===== src/rtl/foc_deadlock_watchdog.sv =====
`default_nettype none
// ============================================================================
//  Module   : foc_deadlock_watchdog
//  Purpose  : Deadlock detector for an HLS dataflow region. A block condition
//             (any unmasked stream channel blocked while at least one
//             sub-instance is busy) must persist for THRESHOLD consecutive
//             cycles before a sticky deadlock flag is raised. The first
//             blocking channel and the deadlock duration are recorded.
//  Ports    :
//    clock_i             system clock
//    reset_i             synchronous, active-high reset
//    enable_i            monitoring enable, 0 forces IDLE
//    clear_i             one-cycle pulse, clears sticky deadlock state
//    axis_block_sigs_i   per-channel stream-blocked indication
//    axis_mask_i         per-channel ignore mask (1 = ignore)
//    inst_idle_sigs_i    per-instance idle indication
//    block_o             registered qualified-block (1-cycle latency)
//    deadlock_o          sticky deadlock flag
//    deadlock_chan_o     lowest unmasked blocked channel at streak start
//    deadlock_cycles_o   cycles spent in DEADLOCK, saturating
//    state_o             FSM state: 0 IDLE, 1 SUSPECT, 2 DEADLOCK
//  Revision : 1.0 - initial release
// ============================================================================
module foc_deadlock_watchdog #(
  parameter int NUM_AXIS  = 10,
  parameter int NUM_INST  = 5,
  parameter int THRESHOLD = 1024,
  parameter int IDX_W     = 6,
  parameter int DUR_W     = 16
) (
  input  logic                clock_i,
  input  logic                reset_i,
  input  logic                enable_i,
  input  logic                clear_i,
  input  logic [NUM_AXIS-1:0] axis_block_sigs_i,
  input  logic [NUM_AXIS-1:0] axis_mask_i,
  input  logic [NUM_INST-1:0] inst_idle_sigs_i,
  output logic                block_o,
  output logic                deadlock_o,
  output logic [IDX_W-1:0]    deadlock_chan_o,
  output logic [DUR_W-1:0]    deadlock_cycles_o,
  output logic [1:0]          state_o
);

  // Streak counter only ever reaches THRESHOLD, so it never wraps.
  localparam int CNT_W = $clog2(THRESHOLD + 1);

  typedef enum logic [1:0] {
    ST_IDLE     = 2'd0,
    ST_SUSPECT  = 2'd1,
    ST_DEADLOCK = 2'd2
  } state_t;

  state_t             state_q, state_d;
  logic [CNT_W-1:0]   cnt_q, cnt_d;
  logic [IDX_W-1:0]   chan_q, chan_d;
  logic [DUR_W-1:0]   cycles_q, cycles_d;
  logic               block_q;

  logic [NUM_AXIS-1:0] unmasked_blk;
  logic                qblk;
  logic [IDX_W-1:0]    first_idx;
  logic [CNT_W-1:0]    cnt_inc;

  // A fully idle region cannot be deadlocked, whatever the streams report.
  assign unmasked_blk = axis_block_sigs_i & ~axis_mask_i;
  assign qblk         = enable_i & (|unmasked_blk) & ~(&inst_idle_sigs_i);
  assign cnt_inc      = cnt_q + CNT_W'(1);

  // Priority encoder: scanning from the top down leaves the lowest set index.
  always_comb begin
    first_idx = '0;
    for (int i = NUM_AXIS - 1; i >= 0; i--) begin
      if (unmasked_blk[i]) begin
        first_idx = IDX_W'(i);
      end
    end
  end

  always_comb begin
    state_d  = state_q;
    cnt_d    = cnt_q;
    chan_d   = chan_q;
    cycles_d = cycles_q;
    if (clear_i || !enable_i) begin
      state_d  = ST_IDLE;
      cnt_d    = '0;
      chan_d   = '0;
      cycles_d = '0;
    end else begin
      case (state_q)
        ST_IDLE: begin
          if (qblk) begin
            chan_d   = first_idx;
            cnt_d    = CNT_W'(1);
            cycles_d = '0;
            state_d  = (THRESHOLD == 1) ? ST_DEADLOCK : ST_SUSPECT;
          end
        end
        ST_SUSPECT: begin
          if (!qblk) begin
            state_d = ST_IDLE;
            cnt_d   = '0;
            chan_d  = '0;
          end else begin
            // Channel index stays frozen for the whole streak.
            cnt_d = cnt_inc;
            if (cnt_inc == CNT_W'(THRESHOLD)) begin
              state_d = ST_DEADLOCK;
            end
          end
        end
        ST_DEADLOCK: begin
          // Sticky: only clear, enable drop or reset leave this state.
          if (cycles_q != {DUR_W{1'b1}}) begin
            cycles_d = cycles_q + DUR_W'(1);
          end
        end
        default: begin
          state_d = ST_IDLE;
          cnt_d   = '0;
          chan_d  = '0;
        end
      endcase
    end
  end

  always_ff @(posedge clock_i) begin
    if (reset_i) begin
      state_q  <= ST_IDLE;
      cnt_q    <= '0;
      chan_q   <= '0;
      cycles_q <= '0;
      block_q  <= 1'b0;
    end else begin
      state_q  <= state_d;
      cnt_q    <= cnt_d;
      chan_q   <= chan_d;
      cycles_q <= cycles_d;
      block_q  <= qblk;
    end
  end

  assign block_o           = block_q;
  assign deadlock_o        = (state_q == ST_DEADLOCK);
  assign deadlock_chan_o   = chan_q;
  assign deadlock_cycles_o = cycles_q;
  assign state_o           = state_q;

endmodule
`default_nettype wire


===== config.mk =====
export PLATFORM = sky130hd
export DESIGN_NAME = foc_deadlock_watchdog
export DESIGN_NICKNAME = d
export VERILOG_FILES = /design/src/rtl/foc_deadlock_watchdog.sv
export SDC_FILE = /design/constraint.sdc
export NUM_CORES = 1
export LEC_CHECK = 0
export CORE_MARGIN = 8
export CORE_UTILIZATION = 35
export DETAILED_ROUTE_END_ITERATION = 8
export DONT_BUFFER_PORTS = 1
export PLACE_DENSITY_LB_ADDON = 0.08
export RECOVER_POWER = 50
export SLEW_MARGIN = 20
export SYNTH_ARGS = -nofsm -noshare
export SYNTH_HDL_FRONTEND = slang
export SYNTH_SLANG_ARGS = --single-unit

===== constraint.sdc =====
create_clock -name clock_i -period 4.9 [get_ports clock_i]
set_input_delay 0.735 -clock clock_i [delete_from_list [all_inputs] [get_ports clock_i]]
set_output_delay 0.735 -clock clock_i [all_outputs]
set_load 0.01 [all_outputs]

==> out/results.tsv <==
metric	value	unit
total grt overflow	0	
top cells by count, synth	34 x dfxtp_1, 25 x nor2_1, 18 x nand3_1	
synthesis-to-layout area growth	5.59	%
critical path peak fanout	8	
number of global-route vias before repair	1669	
status	finished clean	
all-layer global routing usage	11.8	%
Max clock buf depth	2	
Die W	90.6	um
FP Rows	27	
# Max-Cap Violations	0	
RePlAce Congestion	0.716	
RSZ-0062 raised after global routing	no	
I/O pins	55	
fillcell total	576	
final WL	4.71	mm
combinational group share of total power	6.6	%
CTS tree	yes	
crit path time final	2460	ps
Antenna Cells	0	
Crit. End Element	register	
vias per inst	5.43	
first-pass GRT wire length	8.02	mm
non-filler cells, final	301	
switching share of power	24.9	%
complex-gate fraction of the synthesized area	18.5	%
CTS Hold Buffers Added	0	
most frequent cell after synthesis	dfxtp_1	
flops & latches, synth	34	
starting density of the core	35.8	%
clk root buf	clkbuf_8	
Num CTS Buffers	5	
Die H	90.6	um
Synth Area in XOR/XNOR	7.65	%
Setup violations, final	0	
DRC viols	0	
initial antenna violation count	0	
via count	1635	
CP Class	in2reg	
EDFF count, synth	0	
Placed Cells	293	
DP Area	0.00197	mm^2
post-synthesis sequential area ratio	35.0	%
Cell variety after synth	53	
Post-Synthesis Cell Area	0.00195	mm^2
Final Cell Area	0.00205	mm^2
drt initial violations	37	
# clock sinks	34	
clock share of power	41.2	%
DIE AREA	0.00820	mm^2
clk slew on worst S/H paths	70	ps
HPWL after DPL	3.49	mm
Post-CTS Resized	0	
type of origin of the critical path	primary input	
dpl ws	2150	ps
power per cell area	261	mW/mm^2
cell taking the most area after synthesis	dfxtp_1	
final hold vios	0	
total negative slack	0	ps
period utilization	50.2	%
wire per inst	15.6	um
peak supply drop	113	uV
synth warn	0	
Leakage	0.000663	uW
top_reg_cell synth	dfxtp_1	
Max-slew headroom	48.5	%
WP data required	5090	ps
Worst-Margin Slew	766	ps
Arr. time, crit path	2650	ps
final net count	259	
port bufs	0	
Internal Power	403	uW
Core Area	0.00544	mm^2
Hold Path Class	reg2reg	
Seq pwr share	52.2	%
clk_lat worst skew	290	ps
Fin Clk Skew	6.67	ps
main combinational cell family by area after synthesis	simple AND/OR/NAND/NOR gates	
Post-CTS Setup Bufs	0	
share of layout cells above drive strength 1	7.42	%
Mapped Avg Cell Area	8.35	um^2
adder-cell share of the synthesized area	1.29	%
final setup margin	2440	ps
NetSw	134	uW
Final Slew Violations	0	
multiplexer share of the synthesized area	1.09	%
CTS H-tree lvls	2	
First-pass DRT Iterations	4	
Mapped Cells	233	
Final ANT Viol Nets	0	
Max Freq	407	MHz
Async S/R FF share, synth	0	%
largest net degree at the start of global routing	21	
main area contributors after synthesis	dfxtp_1 35%, xor2_1 5.0%, nor2_1 4.8%	
top-area cell type share of the netlist area	35.0	%
simple-gate portion of the synthesized area	32.2	%
## final cells by class
type                       count  area [um^2]  share of cell area [%]
clock buffer                   7         86.3                    4.20
clock inverter                 1         5.00                   0.244
inverter                       3         11.3                   0.548
multi-input combinational    184         1180                    57.5
sequential                    34          681                    33.1
tap                           72         90.1                    4.38
## layer usage
layer | wire [um] | vias up | global-route usage (%) | share of wire, %
met5 | 0 | - | 0 | 0
met3 | 329 | 6 | 5.32 | 7.0
met4 | 63 | 0 | 4.30 | 1.3
met2 | 2180 | 43 | 20.0 | 46
li1 | - | 835 | - | -
met1 | 2130 | 751 | 12.6 | 45
## path summary, 6_finish.rpt
path / start / end / slack, ps / cells past startpoint
setup / recovery: axis_block_sigs_i[1] / deadlock_chan_o[0] / 2440 / 6
hold / removal: deadlock_chan_o[3] / deadlock_chan_o[3] / 520 / 1
setup reg to reg: state_o[0] / deadlock_cycles_o[12] / 2510 / 5
hold reg to reg: deadlock_chan_o[3] / deadlock_chan_o[3] / 520 / 1
## sequential cells by signal (all words and copies together) (netlist names)
name / cells
deadlock_chan_o: 4
block_o: 1
state_o: 2
cnt_q: 11
deadlock_cycles_o: 16
## power groups by stage
stage,registers (uW),clock network (uW),logic [uW]
floorplan,285,0,34.3
detailed placement,287,0,37.3
CTS,280,230,37.4
global placement,287,0,37.6
finish,280,221,35.6
global route,280,242,40.8
## per-stage QoR
stage	util [%]	hold slack, ps	power, uW
floorplan	-	483	320
global placement	36.2	508	324
detailed placement	36.2	512	324
CTS	37.9	523	548
global route	37.8	564	563
finish	37.8	521	537
## logic make-up after synthesis
family | count (synthesis)
AO/OA/AOI/OAI | 52
XOR/XNOR | 17
adder cells (fa/ha/maj) | 2
buffers and inverters | 16
flip-flops | 34
multiplexers | 2
other | 1
AND/OR/NAND/NOR | 109
## critical path, cell delays in order
cell     delay (ps)
nor2b_1         150
nor4_1          650
a31oi_2         320
and2_1          330
o21a_1          260
a32o_1          210
## layout by cell type, fill, tap and decap left out, drive strengths merged, types with 2 or more instances in the layout
cell	netlist	final
a211o	2	2
a21oi	13	13
a31o	3	3
a31oi	5	5
and2	5	5
and3	6	6
and4	4	4
clkbuf	5	7
conb	1	2
dfxtp	34	34
ha	2	2
inv	3	3
nand2	10	10
nand2b	6	6
nand3	18	18
nand3b	5	5
nand4	3	3
nor2	25	25
nor2b	10	10
nor3	3	3
nor4	4	4
o2111ai	5	5
o211ai	3	3
o21a	2	2
o21ai	10	10
o2bb2ai	2	2
or3	6	6
xnor2	6	6
xor2	11	11
No activity file was read; power rests on OpenSTA's default activity.
